==> config.mk <==
export PLATFORM = sky130hd
export DESIGN_NAME = sram_port_arbiter
export DESIGN_NICKNAME = d
export VERILOG_FILES = /design/src/rtl/sram_arb_pkg.sv /design/src/rtl/sram_rd_tag_pipe.sv /design/src/rtl/sram_port_arbiter.sv
export SDC_FILE = /design/constraint.sdc
export NUM_CORES = 1
export LEC_CHECK = 0
export ABC_AREA = 1
export BUFFER_PORTS_ARGS = -buffer_cell sky130_fd_sc_hd__buf_4
export CORE_MARGIN = 2
export CORE_UTILIZATION = 50
export CTS_BUF_LIST = sky130_fd_sc_hd__clkbuf_8
export CTS_CLUSTER_DIAMETER = 150
export DETAILED_ROUTE_END_ITERATION = 8
export PLACE_DENSITY = 0.88
export SKIP_CTS_REPAIR_TIMING = 1
export SYNTH_ARGS = -nofsm -noshare
export SYNTH_HDL_FRONTEND = slang
export SYNTH_SLANG_ARGS = --single-unit
==> constraint.sdc <==
create_clock -name CLK -period 2.66 [get_ports CLK]
set_input_delay 0.133 -clock CLK [delete_from_list [all_inputs] [get_ports CLK]]
set_output_delay 0.133 -clock CLK [all_outputs]
set_load 0.02 [all_outputs]
==> src/rtl/sram_arb_pkg.sv <==
// ---------------------------------------------------------------------------
// sram_arb_pkg
//
// Shared definitions for the SRAM port arbiter:
//   - arbiter state encoding (IDLE / OWN0 / OWN1 / GAP)
//   - requester port indices (PORT_LOAD = load/store path, PORT_SPI = readout)
//   - SRAM read latency, measured from the requester's access cycle to the
//     cycle in which Q holds the read data
//   - read-tag record carried down the read-return pipe
//   - round-robin grant decision shared by IDLE and GAP
// ---------------------------------------------------------------------------
package sram_arb_pkg;

    localparam logic [1:0] IDLE = 2'b00;
    localparam logic [1:0] OWN0 = 2'b01;
    localparam logic [1:0] OWN1 = 2'b10;
    localparam logic [1:0] GAP  = 2'b11;

    localparam logic PORT_LOAD = 1'b0;
    localparam logic PORT_SPI  = 1'b1;

    localparam int RD_LATENCY = 2;

    typedef struct packed {
        logic vld;
        logic owner;
    } rd_tag_t;

    // Grant decision from an idle port. On a tie the port that did not own
    // the SRAM most recently wins.
    function automatic logic [1:0] arb_pick(input logic req0,
                                            input logic req1,
                                            input logic last_owner);
        if (req0 && req1) begin
            return (last_owner == PORT_LOAD) ? OWN1 : OWN0;
        end else if (req0) begin
            return OWN0;
        end else if (req1) begin
            return OWN1;
        end
        return IDLE;
    endfunction

endpackage

==> src/rtl/sram_rd_tag_pipe.sv <==
// ---------------------------------------------------------------------------
// sram_rd_tag_pipe
//
// Shift register of {valid, owner} tags that follows each SRAM read from the
// cycle it is issued to the cycle its data appears on Q. The tag output is
// decoded into one read-valid strobe per requester, so data keeps returning
// to the port that issued the read even after ownership has moved on.
//
// Ports:
//   clk         in   clock
//   rst_n       in   asynchronous active-low reset; drops in-flight tags
//   push        in   a read is being handed to the SRAM drive registers
//   push_owner  in   port that issued the read (PORT_LOAD / PORT_SPI)
//   rvld0       out  Q carries read data for port 0 this cycle
//   rvld1       out  Q carries read data for port 1 this cycle
// ---------------------------------------------------------------------------
module sram_rd_tag_pipe
    import sram_arb_pkg::*;
(
    input  logic clk,
    input  logic rst_n,
    input  logic push,
    input  logic push_owner,
    output logic rvld0,
    output logic rvld1
);

    rd_tag_t [RD_LATENCY-1:0] tag_p;

    // Stage 0 lines up with the registered SRAM access, the last stage lines
    // up with valid Q data.
    always_ff @(posedge clk or negedge rst_n) begin
        if (!rst_n) begin
            tag_p <= '0;
        end else begin
            tag_p[0] <= '{vld: push, owner: push_owner};
            for (int i = 1; i < RD_LATENCY; i++) begin
                tag_p[i] <= tag_p[i-1];
            end
        end
    end

    assign rvld0 = tag_p[RD_LATENCY-1].vld && (tag_p[RD_LATENCY-1].owner == PORT_LOAD);
    assign rvld1 = tag_p[RD_LATENCY-1].vld && (tag_p[RD_LATENCY-1].owner == PORT_SPI);

endmodule

==> src/rtl/sram_port_arbiter.sv <==
// ---------------------------------------------------------------------------
// sram_port_arbiter
//
// Shares the single RA1SHD 512x8 SRAM port between the SRAM_IO_CTRL
// load/store path (port 0) and the PSEUDO_SPI readout path (port 1) using a
// req/gnt handshake with round-robin tie breaking. The owner's access is
// registered onto the SRAM pins, reads are tagged so their data returns with
// the issuing port's RVLD, and a hold watchdog revokes an owner that keeps
// the port for MAX_HOLD cycles while the other port is waiting.
//
// Ports:
//   CLK          in   clock, rising edge
//   rst_n        in   asynchronous active-low reset
//   REQ0/REQ1    in   ownership request, held for the whole burst
//   CEN0/CEN1    in   chip enable (active-low), used only while granted
//   WE0/WE1      in   1 = write, 0 = read
//   A0/A1        in   address
//   D0/D1        in   write data
//   GNT0/GNT1    out  port owns the SRAM (registered)
//   RVLD0/RVLD1  out  Q_OUT holds read data for that port this cycle
//   Q_OUT        out  SRAM Q passed straight through to both ports
//   Q_IN         in   SRAM Q
//   SRAM_CEN     out  SRAM CEN (registered, idles at 1)
//   SRAM_WEN     out  SRAM WEN (registered, 1 = write)
//   SRAM_A       out  SRAM address (registered)
//   SRAM_D       out  SRAM write data (registered)
//   BUSY         out  arbiter is not idle
//   TIMEOUT_ERR  out  sticky: an owner has been revoked
//   ERR_CLR      in   synchronous clear of TIMEOUT_ERR (a new revoke wins)
// ---------------------------------------------------------------------------
module sram_port_arbiter
    import sram_arb_pkg::*;
#(
    parameter int ADDR_WIDTH     = 9,
    parameter int DATA_WIDTH     = 8,
    parameter int MAX_HOLD       = 256,
    parameter int HOLD_CNT_WIDTH = 9
) (
    input  logic                  CLK,
    input  logic                  rst_n,
    input  logic                  REQ0,
    input  logic                  REQ1,
    input  logic                  CEN0,
    input  logic                  CEN1,
    input  logic                  WE0,
    input  logic                  WE1,
    input  logic [ADDR_WIDTH-1:0] A0,
    input  logic [ADDR_WIDTH-1:0] A1,
    input  logic [DATA_WIDTH-1:0] D0,
    input  logic [DATA_WIDTH-1:0] D1,
    output logic                  GNT0,
    output logic                  GNT1,
    output logic                  RVLD0,
    output logic                  RVLD1,
    output logic [DATA_WIDTH-1:0] Q_OUT,
    input  logic [DATA_WIDTH-1:0] Q_IN,
    output logic                  SRAM_CEN,
    output logic                  SRAM_WEN,
    output logic [ADDR_WIDTH-1:0] SRAM_A,
    output logic [DATA_WIDTH-1:0] SRAM_D,
    output logic                  BUSY,
    output logic                  TIMEOUT_ERR,
    input  logic                  ERR_CLR
);

    localparam logic [HOLD_CNT_WIDTH-1:0] HOLD_LAST = HOLD_CNT_WIDTH'(MAX_HOLD - 1);

    logic [1:0]                state;
    logic [1:0]                state_nxt;
    logic                      last_owner;
    logic [HOLD_CNT_WIDTH-1:0] hold_cnt;

    // Set when a port is revoked; that port is ignored until it lowers REQ.
    logic                      blk0;
    logic                      blk1;

    logic req0_eff;
    logic req1_eff;
    logic own0;
    logic own1;
    logic hold_max;
    logic revoke0;
    logic revoke1;
    logic exit0;
    logic exit1;
    logic drive0;
    logic drive1;
    logic rd_push;
    logic rd_owner;

    // Saturating increment of the hold counter.
    function automatic logic [HOLD_CNT_WIDTH-1:0] hold_inc_sat(
        input logic [HOLD_CNT_WIDTH-1:0] cnt);
        if (cnt == HOLD_LAST) begin
            return cnt;
        end
        return cnt + HOLD_CNT_WIDTH'(1);
    endfunction

    assign req0_eff = REQ0 && !blk0;
    assign req1_eff = REQ1 && !blk1;

    assign own0     = (state == OWN0);
    assign own1     = (state == OWN1);
    assign hold_max = (hold_cnt == HOLD_LAST);

    // Revoke only when the other port actually wants the SRAM.
    assign revoke0 = own0 && REQ0 && hold_max && req1_eff;
    assign revoke1 = own1 && REQ1 && hold_max && req0_eff;

    assign exit0 = own0 && (!REQ0 || revoke0);
    assign exit1 = own1 && (!REQ1 || revoke1);

    // The leaving owner's last cycle is not forwarded, so the GAP cycle
    // always presents an idle SRAM.
    assign drive0 = own0 && !exit0;
    assign drive1 = own1 && !exit1;

    assign rd_push  = (drive0 && !CEN0 && !WE0) || (drive1 && !CEN1 && !WE1);
    assign rd_owner = drive1 ? PORT_SPI : PORT_LOAD;

    assign BUSY  = (state != IDLE);
    assign Q_OUT = Q_IN;

    always_comb begin
        state_nxt = state;
        case (state)
            IDLE:    state_nxt = arb_pick(req0_eff, req1_eff, last_owner);
            OWN0:    if (exit0) state_nxt = GAP;
            OWN1:    if (exit1) state_nxt = GAP;
            GAP:     state_nxt = arb_pick(req0_eff, req1_eff, last_owner);
        endcase
    end

    // ---- control stage: state, grants, hold watchdog, error flag ----
    always_ff @(posedge CLK or negedge rst_n) begin
        if (!rst_n) begin
            state       <= IDLE;
            GNT0        <= 1'b0;
            GNT1        <= 1'b0;
            last_owner  <= PORT_SPI;
            hold_cnt    <= '0;
            TIMEOUT_ERR <= 1'b0;
            blk0        <= 1'b0;
            blk1        <= 1'b0;
        end else begin
            state <= state_nxt;
            GNT0  <= (state_nxt == OWN0);
            GNT1  <= (state_nxt == OWN1);

            // Updated on the way into GAP so the GAP decision already sees
            // the port that just released.
            if (exit0) begin
                last_owner <= PORT_LOAD;
            end else if (exit1) begin
                last_owner <= PORT_SPI;
            end

            if (state_nxt != state) begin
                hold_cnt <= '0;
            end else if (own0 || own1) begin
                hold_cnt <= hold_inc_sat(hold_cnt);
            end

            if (revoke0 || revoke1) begin
                TIMEOUT_ERR <= 1'b1;
            end else if (ERR_CLR) begin
                TIMEOUT_ERR <= 1'b0;
            end

            if (revoke0) begin
                blk0 <= 1'b1;
            end else if (!REQ0) begin
                blk0 <= 1'b0;
            end

            if (revoke1) begin
                blk1 <= 1'b1;
            end else if (!REQ1) begin
                blk1 <= 1'b0;
            end
        end
    end

    // ---- SRAM drive stage: owner's access appears on the pins one cycle later ----
    always_ff @(posedge CLK or negedge rst_n) begin
        if (!rst_n) begin
            SRAM_CEN <= 1'b1;
            SRAM_WEN <= 1'b0;
            SRAM_A   <= '0;
            SRAM_D   <= '0;
        end else if (drive0) begin
            SRAM_CEN <= CEN0;
            SRAM_WEN <= WE0;
            SRAM_A   <= A0;
            SRAM_D   <= D0;
        end else if (drive1) begin
            SRAM_CEN <= CEN1;
            SRAM_WEN <= WE1;
            SRAM_A   <= A1;
            SRAM_D   <= D1;
        end else begin
            SRAM_CEN <= 1'b1;
        end
    end

    // ---- read return stage: tags line up with Q_IN ----
    sram_rd_tag_pipe u_rd_tag_pipe (
        .clk        (CLK),
        .rst_n      (rst_n),
        .push       (rd_push),
        .push_owner (rd_owner),
        .rvld0      (RVLD0),
        .rvld1      (RVLD1)
    );

endmodule

==> results.json <==
{
  "rsz0062_at_grt": "false",
  "synth_warnings": 0,
  "period_minus_slack_ns": 2.25,
  "grt_use_total": 0.214,
  "io_pins": 84,
  "cts.path.max_buffers": 2,
  "ys_top_cells_by_area": "dfrtp_1, o21ai_0, nor2_1",
  "placement.io_buffers": 67,
  "syn_area_um2": 2070,
  "ys_types": 27,
  "slew_violations": 0,
  "start_kind": "flip-flop",
  "max_freq_mhz": 445,
  "hp-class": "input pin to flip-flop",
  "dp.cells": 349,
  "dr_wl_met2_mm": 2.39,
  "vias": 1803,
  "synth_top_area_frac": 0.459,
  "core-area_um2": 4000,
  "powerDensity_nw_per_um2": 1090,
  "peakVddDrop_v": 0.000770,
  "cts_tree": "built",
  "cts_buffers": 5,
  "drv_cap": 0,
  "syn_area_per_cell_um2": 8.42,
  "worst_hold_slack_ns": 0.0390,
  "dp_slack_ns": 0.419,
  "cts-root-buf": "clkbuf_8",
  "clock_sinks": 40,
  "synth-seq-cells": 40,
  "wl_met3_um": 199,
  "multi_input_area_um2": 843,
  "top_layer_used": "met4",
  "routed_wl_mm": 4.65,
  "crit_fanout": 15,
  "clkTransAtPathRegs_ns": 0.07,
  "hold_viol": 0,
  "initial_core_util": 0.518,
  "critical_path.cell_chain": "ha_1, nand2_1, nor3b_1, and3_1, ha_1, nand3_1, nor2_1, nor2_1, nand2_2, buf_4, nand3_1, o21ai_0",
  "die-height_um": 68.4,
  "dp.final_hpwl_mm": 3.49,
  "setup_viol": 0,
  "drt_iter0_markers": 114,
  "maxSlewHeadroom": 0.671,
  "grt-ovfl-total": 0,
  "route.detailed.drc": 0,
  "cp_num_buf_inv": 1,
  "regArea_um2": 1000,
  "vias_per_cell": 5.04,
  "worst_slack_ns": 0.412,
  "wire_per_inst_um": 13.0,
  "worst_clock_skew_ns": 0.00555,
  "layout.cells.non_filler": 358,
  "routabilityCongestion": 0.850,
  "critPathCaptureType": "flip-flop",
  "synth_top_area_cell": "dfrtp_1",
  "fillCellCount": 327,
  "required_ns": 2.86,
  "syn_nets": 304,
  "die_area_um2": 4680,
  "path_class": "flip-flop to flip-flop",
  "leakage_uw": 0.00135,
  "grt_pass1_wl_mm": 7.33,
  "setup-tns-final_ns": 0,
  "grt_max_degree": 41,
  "die_w_um": 68.4,
  "worstPathArrival_ns": 2.45,
  "total_power_uw": 2910,
  "antennaDiodeCount": 0,
  "drive_gt1_frac": 0.282,
  "status": "finished clean",
  "path_delay_family": "simple AND/OR/NAND/NOR gates",
  "cpPeakStageDelay_ns": 0.39,
  "nets": 365,
  "num_rows": 23,
  "final_cell_mix": "buf_4, dfrtp_1, nor2_1, nand2_1, o21ai_0",
  "antenna_found_initial": 0,
  "ant_nets": 0,
  "firstDrtPassIters": 4,
  "ctsHtreeMaxLevel": 2,
  "syn2layout_area_growth_pct": 28.8,
  "grt_pass1_vias": 1721,
  "final_common_cell": "buf_4",
  "slowest_stage": "dfrtp_1",
  "syn_inst": 246,
  "seq_area_frac_synth": 0.484,
  "tightest_slew_ns": 0.494,
  "drt-met1-wl_mm": 1.98,
  "insertion_delay_ns": 0.29,
  "period_share": 0.845
}
==> cells in the mapped netlist, drive strengths merged <==
master,count
and3,1
clkinv,1
a21oi,3
buf,15
nand2,37
o21ai,41
ha,7
dfstp,2
nor3b,2
nor3,1
dfrtp,38
o211ai,1
inv,27
xor2,6
clkbuf,1
nor2,36
o31ai,1
nand4,1
nand3,24
xnor2,1
==> layer usage <==
layer  vias to the layer above  track usage
met1                       841        0.259
met4                         0       0.0950
met3                         8       0.0477
li1                        903            -
met5                         -            0
met2                        51        0.363
==> final timing paths <==
check / from / end / slack, ns / depth (start not counted)
worst max register to register: hold_cnt[0] / SRAM_D[1] / 0.41 / 12
max in group asynchronous: rst_n / last_owner / 1.94 / 2
worst min-delay path: WE0 / u_rd_tag_pipe.tag_p[1] / 0.04 / 2
worst min register to register: u_rd_tag_pipe.tag_p[1] / u_rd_tag_pipe.tag_p[3] / 0.36 / 0
worst max-delay path: hold_cnt[0] / SRAM_D[1] / 0.41 / 12
min in group asynchronous: rst_n / SRAM_A[3] / 0.35 / 2
==> cell families after synthesis <==
group / after synthesis / share of synthesized area
xor gates and xnor gates: 7 / 0.0296
adders and majority gates: 7 / 0.0423
DFF: 40 / 0.484
and+or+nand+nor: 102 / 0.222
AOI/OAI and AO/OA: 46 / 0.114
buffers and inverters: 44 / 0.109
==> report_power, final <==
group / leakage, uW / switching (uW) / internal [uW]
clock: 0.0000645 / 204 / 331
combinational: 0.000777 / 892 / 540
sequential: 0.000513 / 125 / 822
total: 0.00135 / 1220 / 1690
==> stage by stage <==
stage	utilization	instance area [um2]
floorplan	-	2070
global placement	0.633	2530
detailed placement	0.633	2530
CTS	0.665	2660
global route	0.667	2670
finish	0.667	2670
==> worst register-to-register path, delay by kind of cell, from the launching register on <==
kind | cells | cell delay (ns)
buffers and inverters | 1 | 0.25
AO/OA/AOI/OAI | 1 | 0.10
AND/OR/NAND/NOR | 8 | 1.04
adder cells (fa/ha/maj) | 2 | 0.38
flip-flops | 1 | 0.39
==> state kept, by name, summed over array words and instances (netlist names) <==
register             cells
SRAM_A                   9
state                    2
TIMEOUT_ERR              1
hold_cnt                 9
SRAM_WEN                 1
last_owner               1
SRAM_CEN                 1
GNT1                     1
GNT0                     1
u_rd_tag_pipe.tag_p      4
SRAM_D                   8
blk0                     1
blk1                     1
==> area by class of cell <==
cell class,count,area share
sequential,40,0.376
multi-input combinational,162,0.316
timing repair buffer,70,0.198
inverter,28,0.0394
clock buffer,7,0.0361
tap,50,0.0234
clock inverter,1,0.0113
(Power assumes the default switching activity.)
